### config.mk
export PLATFORM = sky130hd
export DESIGN_NAME = hdlverifier_trigger_sequencer
export DESIGN_NICKNAME = d
export VERILOG_FILES = /design/src/rtl/hdlverifier_trigger_pkg.sv /design/src/rtl/hdlverifier_trigger_stage_cmp.sv /design/src/rtl/hdlverifier_trigger_sequencer.sv
export SDC_FILE = /design/constraint.sdc
export NUM_CORES = 1
export LEC_CHECK = 0
export ABC_CLOCK_PERIOD_IN_PS = 3000
export CAP_MARGIN = 30
export CORE_UTILIZATION = 46
export DETAILED_ROUTE_END_ITERATION = 10
export PLACE_DENSITY = 0.68
export SLEW_MARGIN = 20
export SYNTH_ARGS = -nofsm -noshare
export SYNTH_HDL_FRONTEND = slang
export SYNTH_SLANG_ARGS = --single-unit
### constraint.sdc
create_clock -name clk -period 3 [get_ports clk]
set_input_delay 0.6 -clock clk [delete_from_list [all_inputs] [get_ports clk]]
set_output_delay 0.6 -clock clk [all_outputs]
set_load 0.03 [all_outputs]
### src/rtl/hdlverifier_trigger_pkg.sv
// Shared types and helpers for the multi-stage trigger sequencer.
// Stage configuration fields are sized by TRIG_W / CNT_W; the sequencer's
// TRIG_WIDTH / COUNT_WIDTH parameters must stay equal to these.
package hdlverifier_trigger_pkg;

  localparam int TRIG_W = 22;
  localparam int CNT_W  = 8;

  localparam logic [1:0] MODE_EQ     = 2'b00;
  localparam logic [1:0] MODE_NEQ    = 2'b01;
  localparam logic [1:0] MODE_EDGE   = 2'b10;
  localparam logic [1:0] MODE_ALWAYS = 2'b11;

  typedef enum logic [1:0] {
    IDLE      = 2'd0,
    ARMED     = 2'd1,
    TRIGGERED = 2'd2
  } state_t;

  typedef struct packed {
    logic [TRIG_W-1:0] value;
    logic [TRIG_W-1:0] mask;
    logic [1:0]        mode;
    logic [CNT_W-1:0]  count;
    logic [CNT_W-1:0]  timeout;
  } stage_cfg_t;

  // Saturating increment: counters stick at all-ones instead of wrapping.
  function automatic logic [CNT_W-1:0] sat_inc(input logic [CNT_W-1:0] x);
    return (&x) ? x : x + 1'b1;
  endfunction

  // A programmed occurrence count of zero behaves as one.
  function automatic logic [CNT_W-1:0] count_target(input logic [CNT_W-1:0] c);
    return (c == '0) ? {{(CNT_W-1){1'b0}}, 1'b1} : c;
  endfunction

endpackage

### src/rtl/hdlverifier_trigger_stage_cmp.sv
// Masked compare / edge detect for the currently active trigger stage.
module hdlverifier_trigger_stage_cmp
  import hdlverifier_trigger_pkg::*;
#(
  parameter int W = TRIG_W
) (
  input  logic [W-1:0] d,
  input  logic [W-1:0] d_prev,
  input  logic [W-1:0] value,
  input  logic [W-1:0] mask,
  input  logic [1:0]   mode,
  output logic         match
);

  // Evaluate the selected compare mode on the current sample.
  always_comb begin
    match = 1'b0;
    case (mode)
      MODE_EQ:     match = (((d ^ value) & mask) == '0);
      MODE_NEQ:    match = (((d ^ value) & mask) != '0);
      MODE_EDGE:   match = (((d ^ d_prev) & mask) != '0);
      default:     match = 1'b1;
    endcase
  end

endmodule

### src/rtl/hdlverifier_trigger_sequencer.sv
// Multi-stage trigger sequencer feeding the capture core.
// Optional feature macro: HDLV_TRIG_TIMEOUT_EN (per-stage timeout / restart).
// Handshake: none; start is a level (rising edge arms, low disarms) and
// trigger is a single-cycle pulse one clock after the completing sample.
module hdlverifier_trigger_sequencer
  import hdlverifier_trigger_pkg::*;
#(
  parameter int TRIG_WIDTH  = TRIG_W,
  parameter int NUM_STAGES  = 4,
  parameter int COUNT_WIDTH = CNT_W
) (
  input  logic                   clk,
  input  logic                   reset_n,
  input  logic                   clk_enable,
  input  logic                   start,
  input  logic [TRIG_WIDTH-1:0]  trig_data,
  input  logic                   cfg_wr,
  input  logic [1:0]             cfg_stage,
  input  logic [TRIG_WIDTH-1:0]  cfg_value,
  input  logic [TRIG_WIDTH-1:0]  cfg_mask,
  input  logic [1:0]             cfg_mode,
  input  logic [COUNT_WIDTH-1:0] cfg_count,
  input  logic [COUNT_WIDTH-1:0] cfg_timeout,
  input  logic [1:0]             cfg_num_stages,
  output logic                   trigger,
  output logic                   buffer_enable,
  output logic [3:0]             current_stage,
  output logic [3:0]             stage_reset,
  output logic                   seq_reset,
  output logic [1:0]             dbg_state
);

  stage_cfg_t             cfg_q [NUM_STAGES];
  stage_cfg_t             cfg_d [NUM_STAGES];
  state_t                 state_q, state_d;
  logic [1:0]             stage_q, stage_d;
  logic [COUNT_WIDTH-1:0] cnt_q, cnt_d;
  logic [COUNT_WIDTH-1:0] target_q, target_d;
  logic [TRIG_WIDTH-1:0]  d_prev_q, d_prev_d;
  logic                   trigger_q, trigger_d;
  logic                   start_prev_q, start_prev_d;

  logic                   match;
  logic                   start_rise;
  logic [COUNT_WIDTH-1:0] cnt_inc;
  logic                   stage_done;
  logic [1:0]             last_stage;

`ifdef HDLV_TRIG_TIMEOUT_EN
  logic [COUNT_WIDTH-1:0] to_q, to_d;
  logic [3:0]             stage_reset_q, stage_reset_d;
  logic                   seq_reset_q, seq_reset_d;
  logic [COUNT_WIDTH-1:0] to_inc;
  logic                   timeout_hit;
`endif

  hdlverifier_trigger_stage_cmp #(.W(TRIG_WIDTH)) u_cmp (
    .d      (trig_data),
    .d_prev (d_prev_q),
    .value  (cfg_q[stage_q].value),
    .mask   (cfg_q[stage_q].mask),
    .mode   (cfg_q[stage_q].mode),
    .match  (match)
  );

  // Per-cycle qualifiers: arm edge, occurrence count, completion and last stage.
  always_comb begin
    start_rise = start & ~start_prev_q;
    cnt_inc    = sat_inc(cnt_q);
    stage_done = clk_enable & match & (cnt_inc == target_q);
    last_stage = (int'(cfg_num_stages) >= NUM_STAGES) ? 2'(NUM_STAGES - 1) : cfg_num_stages;
`ifdef HDLV_TRIG_TIMEOUT_EN
    to_inc      = sat_inc(to_q);
    timeout_hit = (stage_q != 2'd0) && (cfg_q[stage_q].timeout != '0) &&
                  (to_inc == cfg_q[stage_q].timeout);
`endif
  end

  // Next-state logic for the config table and the sequencing FSM.
  always_comb begin
    cfg_d        = cfg_q;
    state_d      = state_q;
    stage_d      = stage_q;
    cnt_d        = cnt_q;
    target_d     = target_q;
    d_prev_d     = d_prev_q;
    trigger_d    = 1'b0;
    start_prev_d = start;
`ifdef HDLV_TRIG_TIMEOUT_EN
    to_d          = to_q;
    stage_reset_d = stage_reset_q;
    seq_reset_d   = seq_reset_q;
`endif

    if (cfg_wr && (int'(cfg_stage) < NUM_STAGES)) begin
      cfg_d[cfg_stage] = '{value: cfg_value, mask: cfg_mask, mode: cfg_mode,
                           count: cfg_count, timeout: cfg_timeout};
    end

    case (state_q)
      IDLE: begin
        if (start_rise) begin
          state_d  = ARMED;
          stage_d  = 2'd0;
          cnt_d    = '0;
          target_d = count_target(cfg_q[0].count);
          d_prev_d = trig_data;
`ifdef HDLV_TRIG_TIMEOUT_EN
          to_d          = '0;
          stage_reset_d = 4'd0;
          seq_reset_d   = 1'b0;
`endif
        end
      end
      ARMED: begin
        if (clk_enable) begin
          d_prev_d = trig_data;
          if (match) cnt_d = cnt_inc;
          if (stage_done) begin
            cnt_d = '0;
`ifdef HDLV_TRIG_TIMEOUT_EN
            to_d  = '0;
`endif
            if (stage_q == last_stage) begin
              trigger_d = 1'b1;
              state_d   = TRIGGERED;
            end else begin
              stage_d  = stage_q + 2'd1;
              target_d = count_target(cfg_q[stage_q + 2'd1].count);
            end
          end
`ifdef HDLV_TRIG_TIMEOUT_EN
          else if (stage_q != 2'd0) begin
            to_d = to_inc;
            if (timeout_hit) begin
              stage_d                = 2'd0;
              cnt_d                  = '0;
              to_d                   = '0;
              target_d               = count_target(cfg_q[0].count);
              stage_reset_d[stage_q] = 1'b1;
              seq_reset_d            = 1'b1;
            end
          end
`endif
        end
      end
      default: ;
    endcase

    // Dropping start disarms from any state and takes priority over completion.
    if (!start) begin
      state_d   = IDLE;
      stage_d   = 2'd0;
      cnt_d     = '0;
      trigger_d = 1'b0;
`ifdef HDLV_TRIG_TIMEOUT_EN
      to_d      = '0;
`endif
    end
  end

  // State and table registers.
  always_ff @(posedge clk or negedge reset_n) begin
    if (!reset_n) begin
      for (int i = 0; i < NUM_STAGES; i++) cfg_q[i] <= '0;
      state_q      <= IDLE;
      stage_q      <= 2'd0;
      cnt_q        <= '0;
      target_q     <= '0;
      d_prev_q     <= '0;
      trigger_q    <= 1'b0;
      start_prev_q <= 1'b0;
`ifdef HDLV_TRIG_TIMEOUT_EN
      to_q          <= '0;
      stage_reset_q <= 4'd0;
      seq_reset_q   <= 1'b0;
`endif
    end else begin
      cfg_q        <= cfg_d;
      state_q      <= state_d;
      stage_q      <= stage_d;
      cnt_q        <= cnt_d;
      target_q     <= target_d;
      d_prev_q     <= d_prev_d;
      trigger_q    <= trigger_d;
      start_prev_q <= start_prev_d;
`ifdef HDLV_TRIG_TIMEOUT_EN
      to_q          <= to_d;
      stage_reset_q <= stage_reset_d;
      seq_reset_q   <= seq_reset_d;
`endif
    end
  end

`ifdef HDLV_TRIG_TIMEOUT_EN
  assign stage_reset = stage_reset_q;
  assign seq_reset   = seq_reset_q;
`else
  logic unused_timeout;
  // Timeout fields are stored but have no effect without the timeout feature.
  always_comb begin
    unused_timeout = 1'b0;
    for (int i = 0; i < NUM_STAGES; i++) unused_timeout = unused_timeout ^ (^cfg_q[i].timeout);
  end
  assign stage_reset = 4'd0;
  assign seq_reset   = 1'b0;
`endif

  assign trigger       = trigger_q;
  assign buffer_enable = clk_enable & (state_q != IDLE);
  assign current_stage = {2'b00, stage_q};
  assign dbg_state     = state_q;

endmodule

==> run metrics, run 1 <==
placed inst area=14100 µm²; diode count=0; part of the Yosys area used for sequential elements=0.527; Worst Hold Slack=0.0573 ns; hpwl dp=18500 µm; Slowest cell on crit path=dfrtp_4; Total Nets Final=1092; Synth area leader=dfrtp_1; top_reg_cell synth=dfrtp_1; share of layout cells above drive strength 1=0.436; Yosys top cell area share=0.527; Critical Path End Type=flip-flop; Critical Path Max Stage Delay=0.50 ns; CTS root buf=clkbuf_16; largest net degree at the start of global routing=84; Clock Sink Count=260; number of global-route vias before repair=8107; GRT overflow=0; Leak=6.28 nW; worst endpoint data arrival time=between 3 and 4 ns; number of buffers created by CTS=28; worst-skew pair later-pin latency=approximately 0.54 ns; worst slew pin tran=around 0.7 ns; CTS tree=yes; RSZ-0062 raised after global routing=yes; worst setup margin=-0.244 ns; Synth async-reset ratio=1.00; most frequent cell after synthesis=dfrtp_1; Starting Density=0.471; startpoint types=flip-flop; synthesized area=12400 µm²; die width=~170 µm; peak supply drop=~0.43 mV; number of synthesized flops with an enable pin=0; final slew viol count=0; placed cell count=1284; # fillers=2032; antenna violations before repair=1; post-route ant nets=0; Die Y=166 µm; Clock Path Buffers=3; Final Skew=a little over 0.009 ns; RR Endpoint=target_q[6]; Unique masters post-synth=between 50 and 60; die area=approximately 28000 µm²; synthesized flop and latch total=260; CP Class=flip-flop to flip-flop; pre-CTS WS=-0.374 ns; Post-Layout Cell Count=1354; 1st-pass router iterations=8; cell count after synthesis=between 800 and 900; flop-to-flop setup slack=-0.24 ns; Reg2Reg Depth=13; top cells by area, synth=dfrtp_1, mux2_2, mux4_2, xor2_1, a22oi_1; # setup viols final=21; Top delay family on crit path=compound AO/OA/AOI/OAI gates; Maximum Capacitance Violations=0; failing checks=design-rule violations, negative setup slack; Ys Warns=0; crit-path cells=buf_6, buf_12, buf_4, mux4_2, xor2_1, a22oi_1, nand4_1, buf_4, o311a_4, o21ai_4, nor3_2, buf_4, a221o_1; Hold Path Class=primary input to asynchronous set/reset pin; run status=finished, violations left; Area Overhead vs Synth=24.7%; crit share post-route=1.08; row cnt=59; gpl congestion=0.818; routed length per instance=~21 µm; fin area=15400 µm²; final hold vios=0; Worst R2R Start=stage_q[0]; IO Count=106; PortBufs=90; PwrDens=641 nW/µm²; final setup TNS=-4.03 ns; post-layout min period=3.24 ns; worst relative slew slack=0.536; crit-path most repeated cell=buf_4; core box area=26200 µm²; DR iter-0 viols=around 440; Avg Cell Area, Syn=14.5 µm²; crit-path max FO=8; Hold-fix buffers, CTS=0; Total Routing Usage GR=0.214; Crit path buffers/inverters=5; Via density=5.71; H-tree Lvls=1; synth cell count leaders=dfrtp_1, mux2_2, mux4_2, xor2_1, clkbuf_1; Clock transition at path regs=0.06 ns; FMAX=308 MHz; vias=approximately 7700; Critical Path RT=3.42 ns; drc violations=7; global-route wire length before repair=46100 µm; final WL=28200 µm
-- how the worst max path moves through the flow --
stage / from / end / depth (start not counted)
floorplan: stage_q[1] / cnt_q[4] / 12
global placement: trig_data[8] / target_q[4] / 11
detailed placement: trig_data[8] / target_q[4] / 12
CTS: stage_q[0] / target_q[3] / 12
global route: stage_q[0] / target_q[4] / 13
finish: stage_q[0] / target_q[6] / 13
-- power breakdown --
group	internal, mW	switching, mW
Clock	2.17	1.39
Sequential	4.15	0.342
Combinational	1.07	0.752
Total	7.39	2.48
-- sequential cells by signal, indices dropped and copies added, names as in the netlist --
signal	cells
cfg_q	216
cnt_q	8
d_prev_q	22
dbg_state	2
stage_q	2
start_prev_q	1
target_q	8
trigger	1
-- placed cells by master, fill, tap and decap left out, types with 7 or more instances in the layout --
master / netlist / routed
dfrtp_1: 260 / 258
mux2_2: 242 / 242
clkdlybuf4s50_1: 0 / 89
mux4_2: 51 / 51
buf_4: 8 / 51
xor2_1: 42 / 42
clkbuf_16: 0 / 29
buf_12: 0 / 17
a22oi_1: 16 / 15
nand2_1: 12 / 12
nor2_1: 12 / 11
nand3_1: 11 / 10
and2_1: 10 / 10
mux2i_1: 9 / 9
nand4_1: 9 / 9
xnor2_1: 8 / 8
a21oi_1: 10 / 8
inv_1: 7 / 7
a221o_1: 7 / 7
conb_1: 1 / 7
-- through the flow --
stage	power (mW)	util
2_1_floorplan	5.64	-
3_3_place_gp	6.25	0.538
3_5_place_dp	6.33	0.538
4_1_cts	9.95	0.586
5_1_grt	10.3	0.588
6_report	9.87	0.588
-- layout make-up --
type                            instances  area [µm²]  share of cell area
Tap cell                              335         419              0.0272
Timing Repair Buffer                  167        1780               0.116
Sequential cell                       260        6510               0.423
Inverter                                7        26.3             0.00171
Clock inverter                         10         128             0.00828
Clock buffer                           41         831              0.0539
Multi-Input combinational cell        534        5710               0.370
-- kinds of logic after synthesis --
kind of cell	Yosys count	share of synthesized area
xor+xnor	50	0.0354
buf+inv	64	0.0237
compound gates	81	0.0486
simple gates	93	0.0435
other cells	1	0.000304
flops	260	0.527
fa+ha+maj	1	0.00101
mux	302	0.321
-- repair_timing --
item | in CTS | in global routing
cloned | 3 | 0
gates resized for setup | 20 | 8
endpoints found under the setup margin | 21 | 21
setup buffers | 12 | 3
pin swaps | 8 | 17
-- per-layer routing --
metal	wire length, µm	GRT usage	part of all wire	vias up
met5	12	0	0.00043	-
met4	444	0.0402	0.016	2
met2	13500	0.347	0.48	158
met1	13100	0.309	0.47	4061
li1	-	-	-	3476
met3	1120	0.0303	0.040	36
Power figures use the tool's default switching activity.
==> run 2: changes to the inputs <==
Settings changed: CORE_MARGIN set to 1.
==> results of run 2 <==
No change in the layout: final DEF, timing and power equal those of run 1.
